**src/rtl/uart_pkg.sv**
```systemverilog
// Shared UART definitions: common data width and the transmit-queue FSM encoding.
package uart_pkg;

   localparam int UART_DATA_W = 8;

   typedef enum logic {
      Q_IDLE,
      Q_WAIT_DONE
   } txq_state_t;

endpackage : uart_pkg

```
**src/rtl/uart_sync_fifo.sv**
```systemverilog
// Single-clock circular-buffer FIFO with explicit occupancy count, flush and a sticky overflow flag.
module uart_sync_fifo
   import uart_pkg::*;
#(
   parameter int DEPTH  = 16,
   parameter int DATA_W = UART_DATA_W
) (
   input  logic                     clk,
   input  logic                     rst,
   input  logic                     wr_en,
   input  logic [DATA_W-1:0]        wr_data,
   input  logic                     rd_en,
   input  logic                     flush,
   input  logic                     clr_ovf,
   output logic [DATA_W-1:0]        rd_data,
   output logic                     full,
   output logic                     empty,
   output logic [$clog2(DEPTH):0]   level,
   output logic                     overflow
);

   localparam int PTR_W = $clog2(DEPTH);
   localparam int LVL_W = PTR_W + 1;

   logic [DATA_W-1:0] mem [DEPTH];
   logic [PTR_W-1:0]  wr_ptr;
   logic [PTR_W-1:0]  rd_ptr;
   logic              do_wr;
   logic              do_rd;
   logic              ovf_set;

   assign full    = (level == LVL_W'(DEPTH));
   assign empty   = (level == '0);
   assign do_wr   = wr_en && !full;
   assign do_rd   = rd_en && !empty;
   assign ovf_set = wr_en && full;
   assign rd_data = mem[rd_ptr];

   // NOTE: storage has no reset; the pointers and level define which entries are valid,
   // so clearing the array would only cost reset fan-out.
   always_ff @(posedge clk) begin
      if (do_wr && !flush) begin
         mem[wr_ptr] <= wr_data;
      end
   end

   // NOTE: sequential state uses non-blocking assignments so every register samples
   // pre-edge values regardless of statement order.
   always_ff @(posedge clk or negedge rst) begin
      if (!rst) begin
         wr_ptr <= '0;
         rd_ptr <= '0;
         level  <= '0;
      end else if (flush) begin
         wr_ptr <= '0;
         rd_ptr <= '0;
         level  <= '0;
      end else begin
         if (do_wr) begin
            wr_ptr <= wr_ptr + PTR_W'(1);
         end
         if (do_rd) begin
            rd_ptr <= rd_ptr + PTR_W'(1);
         end
         case ({do_wr, do_rd})
            2'b10:   level <= level + LVL_W'(1);
            2'b01:   level <= level - LVL_W'(1);
            default: level <= level;
         endcase
      end
   end

   // A dropped write outranks a clear request so the event is never lost.
   always_ff @(posedge clk or negedge rst) begin
      if (!rst) begin
         overflow <= 1'b0;
      end else if (ovf_set) begin
         overflow <= 1'b1;
      end else if (clr_ovf) begin
         overflow <= 1'b0;
      end
   end

endmodule : uart_sync_fifo

```
**src/rtl/uart_tx_queue.sv**
```systemverilog
// Transmit byte queue: buffers host writes and launches them one at a time into the UART transmitter.
module uart_tx_queue
   import uart_pkg::*;
#(
   parameter int DEPTH  = 16,
   parameter int DATA_W = UART_DATA_W
) (
   input  logic                     clk,
   input  logic                     rst,
   input  logic                     wr_en,
   input  logic [DATA_W-1:0]        wr_data,
   input  logic                     flush,
   input  logic                     clr_ovf,
   output logic                     full,
   output logic                     empty,
   output logic [$clog2(DEPTH):0]   level,
   output logic                     overflow,
   output logic                     newd,
   output logic [DATA_W-1:0]        dintx,
   input  logic                     tx_busy,
   input  logic                     donetx
);

   txq_state_t        state;
   txq_state_t        state_nxt;
   logic              launch;
   logic              newd_nxt;
   logic [DATA_W-1:0] dintx_nxt;
   logic [DATA_W-1:0] head_data;

   uart_sync_fifo #(
      .DEPTH   (DEPTH),
      .DATA_W  (DATA_W)
   ) u_fifo (
      .clk      (clk),
      .rst      (rst),
      .wr_en    (wr_en),
      .wr_data  (wr_data),
      .rd_en    (launch),
      .flush    (flush),
      .clr_ovf  (clr_ovf),
      .rd_data  (head_data),
      .full     (full),
      .empty    (empty),
      .level    (level),
      .overflow (overflow)
   );

   // tx_busy only matters while idle; once launched we wait for donetx alone.
   assign launch = (state == Q_IDLE) && !empty && !tx_busy && !flush;

   always_ff @(posedge clk or negedge rst) begin
      if (!rst) begin
         state <= Q_IDLE;
      end else begin
         state <= state_nxt;
      end
   end

   // NOTE: every signal driven here gets a default first, so no path leaves it
   // unassigned and no latch is inferred.
   always_comb begin
      state_nxt = state;
      case (state)
         Q_IDLE: begin
            if (launch) begin
               state_nxt = Q_WAIT_DONE;
            end
         end
         Q_WAIT_DONE: begin
            if (donetx) begin
               state_nxt = Q_IDLE;
            end
         end
         default: state_nxt = Q_IDLE;
      endcase
   end

   always_comb begin
      newd_nxt  = launch;
      dintx_nxt = dintx;
      if (launch) begin
         dintx_nxt = head_data;
      end
   end

   // dintx only moves on a launch edge, so it stays stable for the whole frame.
   always_ff @(posedge clk or negedge rst) begin
      if (!rst) begin
         newd  <= 1'b0;
         dintx <= '0;
      end else begin
         newd  <= newd_nxt;
         dintx <= dintx_nxt;
      end
   end

endmodule : uart_tx_queue

```
**config.mk**
```make
export PLATFORM = sky130hd
export DESIGN_NAME = uart_tx_queue
export DESIGN_NICKNAME = d
export VERILOG_FILES = /design/src/rtl/uart_pkg.sv /design/src/rtl/uart_sync_fifo.sv /design/src/rtl/uart_tx_queue.sv
export SDC_FILE = /design/constraint.sdc
export NUM_CORES = 1
export LEC_CHECK = 0
export BUFFER_PORTS_ARGS = -buffer_cell sky130_fd_sc_hd__buf_2
export CAP_MARGIN = 25
export CORE_UTILIZATION = 55
export CTS_BUF_LIST = sky130_fd_sc_hd__clkbuf_8
export CTS_CLUSTER_SIZE = 40
export DETAILED_ROUTE_END_ITERATION = 12
export GPL_TIMING_DRIVEN = 0
export PLACE_DENSITY = 0.82
export RECOVER_POWER = 25
export SLEW_MARGIN = 15
export SYNTH_ARGS = -nofsm -noshare
export SYNTH_HDL_FRONTEND = slang
export SYNTH_SLANG_ARGS = --single-unit
```
**constraint.sdc**
```tcl
create_clock -name clk -period 7.18 [get_ports clk]
set_input_delay 0.718 -clock clk [delete_from_list [all_inputs] [get_ports clk]]
set_output_delay 0.718 -clock clk [all_outputs]
set_load 0.03 [all_outputs]
```
# After elaboration in Yosys (flattened, before gate mapping)
# Memory sizes are Yosys's and may differ from the RTL's. A register that Yosys moved wholly into a read port is not among the register bits.
# Cells that the tools add are included.
op_classes:
  add_sub_neg: 4
  n_eq_ne: 3
  muxes: 13
  bitwise: 1
  n_reduce_logical: 17
ops:
  columns: ["op", "n"]
  rows:
  - ["4-bit 2-to-1 mux", 4]
  - ["5-bit case mux with 2 select lines", 1]
  - ["4-bit by 1-bit adder with 4-bit output, second input constant", 2]
  - ["1-bit logical AND", 7]
  - ["1-bit 2-to-1 mux", 6]
  - ["2-bit nonzero test", 3]
  - ["5-bit by 1-bit adder with 5-bit output, second input constant", 1]
  - ["5-bit equality test, second input constant", 1]
  - ["1-bit zero test", 5]
  - ["5-bit zero test", 1]
  - ["5-bit 2-to-1 mux", 1]
  - ["5-bit by 1-bit subtractor with 5-bit output, second input constant", 1]
  - ["3-bit nonzero test", 1]
  - ["2-bit by 1-bit equality test with 1-bit output, second input constant", 1]
  - ["2-bit equality test, second input constant", 1]
  - ["1-bit case mux with 2 select lines", 1]
  - ["1-bit NOT", 1]
totals:
  ff_bits: 16
  mem_bits_rw: 128
  input_bits: 15
  output_inout_bits: 17
  wordCells: 45
  mem_count: 1
memory_table:
  columns: ["memory", "depth", "word_bits", "rd", "rd_ports_with_merged_regs", "wr", "line_no", "rtl"]
  rows:
  - ["u_fifo.mem", 16, 8, 1, 1, 1, "uart_sync_fifo.sv:25", "logic [DATA_W-1:0] mem [DEPTH];"]

# Longest topological paths before layout
logic_depth:
  ltp_word: 9
  mapped_depth: 10
  ltp_nobuf: 9

# Cells and area by module
# A second synthesis with hierarchy kept.
unflattened:
  cells_unflattened: 321
  hier_area_um2: 6185.9
by_module_without_submodules:
  columns: ["mod", "instances", "cells_per_inst", "area_each_um2", "seq_area_each_um2"]
  rows:
  - ["uart_sync_fifo", 1, 300, 5811.8, 4194.0]
  - ["uart_tx_queue", 1, 21, 374.1, 250.2]

# Worst setup path before layout
# No wires, ideal clock.
synth_path:
  kind: "register -> register"
  start: "register u_fifo.level[1]"
  end: "register u_fifo.level[4]"
  setup_ns: 0.126
  arrival_ns: 2.585
  required_ns: 7.054
  slack_ns: 4.469
  path_stages_with_launch: 9
  path_buffers: 0
  period_less_slack_ns: 2.711
  cell_sequence: "dfrtp_1 -> nor4_1 -> mux2i_1 -> xnor2_1 -> ha_1 -> or3_1 -> a21oi_1 -> mux2i_1 -> a221o_1"
synth_between:
  elab_chain_len: 9
  elab_cells_between_ends: 16
  classes_between: "add/sub: 2; eq/ne: 3; mux: 2; reduce/logical: 9"
synth_rtl:
  columns: ["item", "line_no", "rtl"]
  rows:
  - ["start: declaration", "uart_sync_fifo.sv:18", "output logic [$clog2(DEPTH):0] level,"]
  - ["start signal: assignment", "uart_sync_fifo.sv:66", "2'b10: level <= level + LVL_W'(1);"]
  - ["start signal: assignment", "uart_sync_fifo.sv:67", "2'b01: level <= level - LVL_W'(1);"]
  - ["start signal: assignment", "uart_sync_fifo.sv:68", "default: level <= level;"]
  - ["5-bit zero test", "uart_sync_fifo.sv:33", "assign empty = (level == '0);"]
  - ["1-bit zero test", "uart_sync_fifo.sv:35, uart_tx_queue.sv:50", null]
  - ["1-bit logical AND (3 in series)", "uart_tx_queue.sv:50", "assign launch = (state == Q_IDLE) && !empty && !tx_busy && !flush;"]
  - ["1-bit logical AND", "uart_sync_fifo.sv:35", "assign do_rd = rd_en && !empty;"]
  - ["2-bit by 1-bit equality test with 1-bit output or 2-bit equality test (tied branches)", "uart_sync_fifo.sv:65", "case ({do_wr, do_rd})"]
  - ["5-bit case mux with 2 select lines", "uart_sync_fifo.sv:65", null]
  - ["5-bit 2-to-1 mux", "uart_sync_fifo.sv:54", "end else if (flush) begin"]
# Parallel ways exist; a longest one is shown, timed or not.
# A chain may end at the register's enable or synchronous reset.

# Worst setup path in the final report
# Same ends and word-level chain as after synthesis.

==> reports/metrics.yaml <==
status: "complete, no violations"
gp_congestion: 0.7917
slew_viol_final: 0
p_total_mw: 2.374
cap_violations: 0
fin_skew_ps: 10.74
pin_count: 32
dieArea_sq_um: 11760
grt_first_pass_wirelength_um: 18040
drt-total-wl_um: 11800
r2r_cells: 9
finalSetupTns_ps: 0
die_y_um: 108.4
synth-seq-cells: 152
syn_area_sq_um: 6231
hold_viol: 0
slew-limit-headroom_pct: 9.685
startpoint_type: "flop"
fmax_ghz: 0.3257
hold_slack_ps: 472.1
gr-total-overflow: 0
ys_types: 41
via_count: 3239
design_area_sq_um: 7030
grt_max_degree: 25
synth_warnings: 0
critical_path_class: "reg2reg"
die_w_um: 108.4
drt_iter0_drc: 300
grt_pass1_vias: 3271
rsz0062_at_grt: "no"
clock_sinks: 152
cts_resized: 0
place_area_sq_um: 6581
worstPathMaxFanout: 8
rr_endpoint: "u_fifo.level[4]$_DFFE_PN0P_"
initial_utilization_pct: 56.98
place_hpwl_um: 7650
diodes: 0
portBuffers: 31
row_count: 38
synth_ff_type: "edfxtp_1"
grt.total_usage_pct: 22.00
yosys-top-cells-area: "edfxtp_1, mux4_2, dfrtp_1"
antenna_found_initial: 0
cts_max_level: 4
min_from: "donetx"
min_path_cells: 2
powerDensity_nw_per_um2: 337.7
worst_setup_path_end_kind: "flop"
viasPerCell: 5.998
cts-root-buf: "clkbuf_8"
nets: 409
n_fill_cell: 724
fin_crit_sh_pct: 42.76
worst-slew-pin-transition_ps: 1355
finalSetupViolations: 0
ys_seq_area_share_pct: 71.33
syn_inst: 335
ir_worst_vdd_uv: 199.9
drive_above_1_share_pct: 28.00
drc: 0
whs_endpoint: "state$_DFF_PN0_"
min_path_type: "in2reg"
clk_latency_ps: 430
async_reset_ff_share_pct: 15.79
hold_buffers: 0
timing.rr.start: "u_fifo.level[1]$_DFFE_PN0P_"
cp_data_required_time_ps: 7550
cts_buffer_depth: 2
synth_edf_count: 128
p_leak_nw: 2.396
synth_top_cell_by_area: "edfxtp_1"
synth_top_area_share_pct: 61.69
synth_nets: 357
cp_data_arrival_time_ps: 3440
firstDrtPassIters: 5
post_cts_buffers: 0
regToRegSetupSlack_ps: 4110
syn_avg_cell_area_sq_um: 18.60
cts_buffers: 17
period_minus_slack_ps: 3070
wl_per_cell_um: 21.85
area.growth.synth_to_final_pct: 12.83
antenna_left: 0
core_area_sq_um: 10940
clk_pin_slew_ps: 80
cts_tree: "done"
synth_stat cells, types with 2 or more instances:
library cell	count
a21oi_1	4
ha_1	7
or4_4	2
o21ai_0	3
nand2_1	9
mux2i_1	20
xnor2_1	4
nor2_1	32
edfxtp_1	128
nor2b_1	3
or3_1	2
dfrtp_1	24
nor3_1	4
nand2b_1	3
xor2_1	4
a221oi_2	8
buf_2	5
mux4_2	32
clkbuf_1	9
a221o_1	2
inv_1	6
nor4_1	4
nand4_1	2
state kept, by name (all words and copies together) (netlist names):
name,count
dintx,8
newd,1
state,1
u_fifo.level,5
u_fifo.mem,128
u_fifo.overflow,1
u_fifo.rd_ptr,4
u_fifo.wr_ptr,4
cell type report:
| class | instances | area, sq um | area share [%] |
|---|---|---|---|
| plain buffers | 17 | 81.33 | 1.157 |
| clock buffers | 20 | 275.3 | 3.915 |
| clock inverters | 12 | 181.4 | 2.581 |
| inverters | 7 | 28.78 | 0.4093 |
| multi-input cells | 159 | 1687 | 23.99 |
| flip-flops and latches | 152 | 4444 | 63.21 |
| well taps | 140 | 175.2 | 2.492 |
| repair buffers | 33 | 157.7 | 2.242 |
metrics by stage:
step                      instances  utilization [%]  worst slack, ps
after floorplan                 335                -             4469
after global placement          506            60.00             4012
after detailed placement        508            60.18             4013
after CTS                       540            64.36             4150
after global routing            540            64.29             3854
final                           540            64.29             4110
metal layers:
| layer | global-route usage [%] | part of all wire, % | up-vias |
|---|---|---|---|
| met4 | 8.784 | 2.1 | 0 |
| li1 | - | - | 1432 |
| met1 | 29.87 | 43 | 1673 |
| met5 | 0 | 0 | - |
| met3 | 4.159 | 5.1 | 16 |
| met2 | 35.40 | 50 | 118 |
power by group:
group	total, mW	internal [mW]	switching, mW
registers	1.05	1.01	0.0397
logic	0.593	0.232	0.361
clock network	0.727	0.436	0.291
total	2.37	1.68	0.692
logic make-up (layout without fill, tap and decap cells):
kind of cell	after synthesis	count (layout)	synth area share [%]
flops	152	152	71.33
simple gates	67	67	5.362
mux	54	54	15.14
buf+inv	24	89	1.767
compound gates	23	23	3.876
xor+xnor	8	8	1.124
fa+ha+maj	7	7	1.406
worst max path at each step:
| stage | start | endpoint | cells after the start |
|---|---|---|---|
| 2_1_floorplan | u_fifo.level[1]$_DFFE_PN0P_ | u_fifo.level[4]$_DFFE_PN0P_ | 8 |
| 3_3_place_gp | wr_en | u_fifo.mem[0][0]$_DFFE_PP_ | 5 |
| 3_5_place_dp | flush | u_fifo.level[4]$_DFFE_PN0P_ | 10 |
| 4_1_cts | u_fifo.level[1]$_DFFE_PN0P_ | u_fifo.level[4]$_DFFE_PN0P_ | 9 |
| 5_1_grt | u_fifo.level[1]$_DFFE_PN0P_ | u_fifo.level[4]$_DFFE_PN0P_ | 9 |
| 6_report | u_fifo.level[1]$_DFFE_PN0P_ | u_fifo.level[4]$_DFFE_PN0P_ | 9 |
layout by cell type (no fill, tap or decap), drive strengths merged, types with 8 or more instances in the layout:
master	count
clkbuf	35
edfxtp	128
a221oi	8
dfrtp	24
mux4	32
mux2i	20
nor2	34
inv	10
buf	35
nand2	9
worst max-delay path: stages, from the launching register on:
cell and delay (ps):
dfrtp_1 470, nor4_1 580, mux2i_1 530, xnor2_1 150, ha_1 250, or3_1 330
a21oi_1 180, mux2i_1 120, nor4_1 240, a221o_1 170
(Power assumes the default switching activity.)
